==> config.mk <==
export PLATFORM = sky130hd
export DESIGN_NAME = pulse_counter_watchdog
export DESIGN_NICKNAME = d
export VERILOG_FILES = /design/src/rtl/pulse_counter_watchdog.sv
export SDC_FILE = /design/constraint.sdc
export NUM_CORES = 1
export LEC_CHECK = 0
export ABC_AREA = 0
export BUFFER_PORTS_ARGS = -buffer_cell sky130_fd_sc_hd__buf_4
export CORE_UTILIZATION = 42
export CTS_CLUSTER_DIAMETER = 80
export DETAILED_ROUTE_END_ITERATION = 7
export GPL_TIMING_DRIVEN = 0
export PLACE_DENSITY = 0.73
export RECOVER_POWER = 50
export SLEW_MARGIN = 20
export SYNTH_ARGS = -nofsm -noshare
export SYNTH_HDL_FRONTEND = slang
export SYNTH_SLANG_ARGS = --single-unit
==> constraint.sdc <==
create_clock -name clk -period 2.3 [get_ports clk]
set_clock_uncertainty 0.2 [all_clocks]
set_input_delay 0.23 -clock clk [delete_from_list [all_inputs] [get_ports clk]]
set_output_delay 0.23 -clock clk [all_outputs]
set_load 0.1 [all_outputs]
==> src/rtl/pulse_counter_watchdog.sv <==
// pulse_counter_watchdog
//   Counts rising edges of a level pulse input up to TARGET and raises done.
//   An inter-pulse watchdog raises timeout (sticky until clear) when TIMEOUT
//   consecutive enabled cycles pass without a counted edge.
//   Optional build macro: PULSE_SYNC_EN adds a 2-flop synchroniser (reset
//   value 1) in front of the edge detector for asynchronous pulse sources;
//   this adds 2 clk of edge-to-count latency.
//   Reset input rst is asynchronous and active-low; clear is the synchronous
//   return to IDLE.
module pulse_counter_watchdog #(
  parameter int CNT_W       = 4,
  parameter int TARGET      = 10,
  parameter int TO_W        = 8,
  parameter int TIMEOUT     = 100,
  parameter int AUTO_RELOAD = 0
) (
  input  logic             clk,
  input  logic             rst,
  input  logic             en,
  input  logic             clear,
  input  logic             pulse,
  output logic [CNT_W-1:0] count,
  output logic             done,
  output logic             timeout,
  output logic             busy
);

  // Reject parameter values that the counter or timer cannot represent.
  generate
    if ((TARGET < 1) || (TARGET > ((2 ** CNT_W) - 1))) begin : g_bad_target
      $error("pulse_counter_watchdog: TARGET out of range 1..2^CNT_W-1");
    end
    if ((TIMEOUT < 1) || (TIMEOUT > ((2 ** TO_W) - 1))) begin : g_bad_timeout
      $error("pulse_counter_watchdog: TIMEOUT out of range 1..2^TO_W-1");
    end
  endgenerate

  typedef enum logic [1:0] {
    ST_IDLE  = 2'd0,
    ST_COUNT = 2'd1,
    ST_DONE  = 2'd2,
    ST_TOUT  = 2'd3
  } state_t;

  localparam logic [CNT_W-1:0] TARGET_C = CNT_W'(TARGET);
  localparam logic [TO_W-1:0]  TMAX_C   = TO_W'(TIMEOUT - 1);

  state_t           state_r, state_s;
  logic [CNT_W-1:0] count_r, count_s, cnt_inc_s;
  logic [TO_W-1:0]  timer_r, timer_s;
  logic             done_r, done_s;
  logic             timeout_r, timeout_s;
  logic             busy_r, busy_s;
  logic             pulse_in_s;
  logic             pulse_q_r;
  logic             rise_s;

`ifdef PULSE_SYNC_EN
  logic sync1_r, sync2_r;

  // Two-flop synchroniser; resets high so a level held through reset is not an edge.
  always_ff @(posedge clk or negedge rst) begin
    if (!rst) begin
      sync1_r <= 1'b1;
      sync2_r <= 1'b1;
    end else begin
      sync1_r <= pulse;
      sync2_r <= sync1_r;
    end
  end

  assign pulse_in_s = sync2_r;
`else
  assign pulse_in_s = pulse;
`endif

  // Previous pulse level for edge detection; resets high to mask a held pulse.
  always_ff @(posedge clk or negedge rst) begin
    if (!rst) begin
      pulse_q_r <= 1'b1;
    end else begin
      pulse_q_r <= pulse_in_s;
    end
  end

  assign rise_s    = pulse_in_s & ~pulse_q_r;
  assign cnt_inc_s = count_r + CNT_W'(1);

  // Next-state and next-output logic; clear overrides every state.
  always_comb begin
    state_s   = state_r;
    count_s   = count_r;
    timer_s   = timer_r;
    done_s    = done_r;
    timeout_s = timeout_r;
    if (clear) begin
      state_s   = ST_IDLE;
      count_s   = '0;
      timer_s   = '0;
      done_s    = 1'b0;
      timeout_s = 1'b0;
    end else begin
      case (state_r)
        ST_IDLE: begin
          count_s   = '0;
          timer_s   = '0;
          done_s    = 1'b0;
          timeout_s = 1'b0;
          if (en) begin
            state_s = ST_COUNT;
          end else begin
            state_s = ST_IDLE;
          end
        end
        ST_COUNT: begin
          if (!en) begin
            state_s = ST_COUNT;
          end else if (rise_s) begin
            // An edge always beats a simultaneous watchdog expiry.
            count_s = cnt_inc_s;
            timer_s = '0;
            if (cnt_inc_s == TARGET_C) begin
              state_s = ST_DONE;
              done_s  = 1'b1;
            end else begin
              state_s = ST_COUNT;
            end
          end else if (timer_r == TMAX_C) begin
            state_s   = ST_TOUT;
            timeout_s = 1'b1;
          end else begin
            timer_s = timer_r + TO_W'(1);
          end
        end
        ST_DONE: begin
          if (AUTO_RELOAD != 0) begin
            // Reload cycle: any edge seen here is deliberately dropped.
            state_s = ST_COUNT;
            count_s = '0;
            timer_s = '0;
            done_s  = 1'b0;
          end else begin
            state_s = ST_DONE;
          end
        end
        ST_TOUT: begin
          state_s = ST_TOUT;
        end
        default: begin
          state_s   = ST_IDLE;
          count_s   = '0;
          timer_s   = '0;
          done_s    = 1'b0;
          timeout_s = 1'b0;
        end
      endcase
    end
    busy_s = (state_s == ST_COUNT);
  end

  // State, counter, timer and registered status outputs.
  always_ff @(posedge clk or negedge rst) begin
    if (!rst) begin
      state_r   <= ST_IDLE;
      count_r   <= '0;
      timer_r   <= '0;
      done_r    <= 1'b0;
      timeout_r <= 1'b0;
      busy_r    <= 1'b0;
    end else begin
      state_r   <= state_s;
      count_r   <= count_s;
      timer_r   <= timer_s;
      done_r    <= done_s;
      timeout_r <= timeout_s;
      busy_r    <= busy_s;
    end
  end

  assign count   = count_r;
  assign done    = done_r;
  assign timeout = timeout_r;
  assign busy    = busy_r;

endmodule

==> run summary <==
Status -> finished clean
Met3 usage -> 1.818%
Worst-Margin Slew -> 1.163 ns
Drt via density -> 5.486
Crit start category -> flip-flop
Synth Area in Compound Gates -> 18.49%
Setup ws final -> 0.3050 ns
Worst reg2reg setup slack -> 0.31 ns
WHS -> 0.3046 ns
Nets -> 129
GPL Wtd Cong -> 0.7700
Vias in the first global route -> 766
Multi-input logic area -> 501.7 sq um
Synth cell types -> 34
Worst setup EP type -> flip-flop
CP Data Required Time -> 2.29 ns
GR Overflow Total -> 0
Part of the Yosys area used for sequential elements -> 46.34%
DRC viols -> 0
Slew HR -> 22.82%
Total GRT Usage -> 17.72%
WP data arrival -> 1.99 ns
LEAKAGE -> 0.4942 nW
Post-Synth Simple-Gate Area -> 24.65%
Total negative slack -> 0 ns
Placed cell count -> 140
Dpl ws -> 0.3244 ns
Commonest non-fill, non-tap cells in the layout -> dfrtp_1, nor2_1, nand2_1
Final setup viols -> 0
Most used routing layer -> met2
Met1 usage -> 21.79%
Initial antenna violation count -> 0
Commonest non-fill, non-tap cell in the layout -> dfrtp_1
Number of flops mapped to enable cells by yosys -> 0
Root Buffer -> clkbuf_4
R2R cell count -> 6
Final worst-path cycle share -> 86.74%
Die Wd -> 50.18 um
Vias -> 812
P&R area growth vs syn -> 18.74%
Worst VDD drop -> 266.9 uV
Reg clk slew, reported paths -> 0.10 ns
Core area -> 2191 sq um
Reg2reg start -> timer_r[0]
R2R Path End -> busy
WL/cell -> 12.95 um
Final Non-Filler Cells -> 148
Sink Count -> 18
# port buffers -> 11
Die Area -> 2518 sq um
Final hold vios -> 0
Highest Clock Rate -> 501.3 MHz
Adder-Cell Fraction of Synth Area -> 3.851%
Post-detail-place hpwl -> 1.429 mm
CTS Buffer Depth -> 2
CTS tree -> yes
Mux share of post-synthesis cell area -> 0%
Post-route ant nets -> 0
FF/Latch Area -> 455.4 sq um
PwrDens -> 522.5 nW/um^2
Min-Delay Endpoint -> done
Layout cells sized above 1 -> 22.50%
Io pins -> 12
Cell count after synthesis -> 101
Initial core utilization -> 44.49%
Met2 usage -> 29.56%
Max Transition Viols Final -> 0
Die Y -> 50.18 um
Routed WL -> 1.916 mm
Largest family of logic cells by synthesized area -> simple AND/OR/NAND/NOR gates
Post-Syn Area -> 974.7 sq um
Post-Syn Nets -> 109
Yosys warns -> 0
Antenna Cells -> 0
XOR/XNOR Fraction of Synth Area -> 4.493%
Number of H-tree levels -> 1
CTS buffer count -> 3
Final total power -> 0.0006047 W
Global-route wire length before repair -> 3.284 mm
Top_reg_cell synth -> dfrtp_1
Layout fillers -> 202
Hold-critical path depth -> 2
Drt initial violations -> 16
Worst-Skew Late Latency -> 0.30 ns
Largest net degree at the start of global routing -> 19
Crit-path max FO -> 5
Standard-cell rows -> 17
RSZ-0062 raised after global routing -> false
Total of max-cap violations -> 0
Post-CTS sizing -> 0
Synthesis-stage register bit count -> 18
Final period demand of the worst path -> 1.995 ns
Hold crit path type -> reg -> reg
Crit Path Class -> reg -> reg
Async SR Flop Fraction -> 100.0%
Hold path startpoint -> done
1st-pass router iterations -> 6
Syn_area_per_cell -> 9.650 sq um
## power breakdown
part	internal (W)	total (W)	switching, W
combinational	0.0000232	0.0000786	0.0000554
sequential	0.000324	0.000330	0.00000633
clock	0.0000966	0.000196	0.0000996
## stage by stage
step           util (%)  area, sq um
2_1_floorplan         -        978.4
3_3_place_gp      50.03         1096
3_5_place_dp      50.03         1096
4_1_cts           53.51         1172
5_1_grt           52.83         1157
6_report          52.83         1157
## metal layers
metal  routed length [um]  share of wire, %
met1                  898                47
met2                  919                48
met3                   53               2.8
met4                   44               2.3
met5                    0                 0
## cells by family after synthesis
family | after synthesis
and+or+nand+nor | 44
AOI/OAI and AO/OA | 26
DFF | 18
xor gates and xnor gates | 5
buffers and inverters | 5
adders and majority gates | 3
## cell usage after synthesis, drive strengths merged, types with 3 or more instances
cell type	instances	area share (%)
a21oi	7	4.4
dfrtp	17	44
ha	3	3.9
inv	3	1.2
nand2	10	3.9
nand2b	3	2.7
nand3	5	3.1
nand4	4	2.6
nor2	13	5.3
o21ai	7	3.6
or4	3	3.1
xor2	5	4.5
## worst max-delay path, cell delays in order (launching register included)
cell	delay (ns)
dfrtp_1	0.42
ha_1	0.27
nand4b_1	0.10
or4_4	0.45
nor2_1	0.18
o211ai_2	0.12
o211a_1	0.15
## layout make-up
| type | instances | share of cell area [%] |
|---|---|---|
| multi-input cells | 78 | 43.35 |
| flip-flops and latches | 18 | 39.35 |
| repair buffers | 15 | 9.297 |
| clock buffers | 4 | 3.135 |
| well taps | 28 | 3.027 |
| inverters | 3 | 0.9730 |
| plain buffers | 2 | 0.8649 |
## what timing repair did
item	in CTS	in global routing
hold buffers	4	0
buffers inserted	0	0
hold endpoints to repair	21	0
## how the worst max path moves through the flow
stage / endpoint / startpoint / slack (ns) / cells after the start
floorplan: busy / count[0] / 0.05 / 6
global placement: busy / timer_r[0] / 0.34 / 6
detailed placement: busy / timer_r[0] / 0.32 / 6
CTS: busy / count[0] / 0.30 / 6
global route: busy / timer_r[0] / 0.20 / 6
finish: busy / timer_r[0] / 0.31 / 6
## registers in the layout, indices dropped and copies added, names as in the netlist
| name | flops |
|---|---|
| timer_r | 8 |
| done | 1 |
| pulse_q_r | 1 |
| timeout | 1 |
| state_r | 2 |
| count | 4 |
| busy | 1 |
No activity file was read; power rests on OpenSTA's default activity.
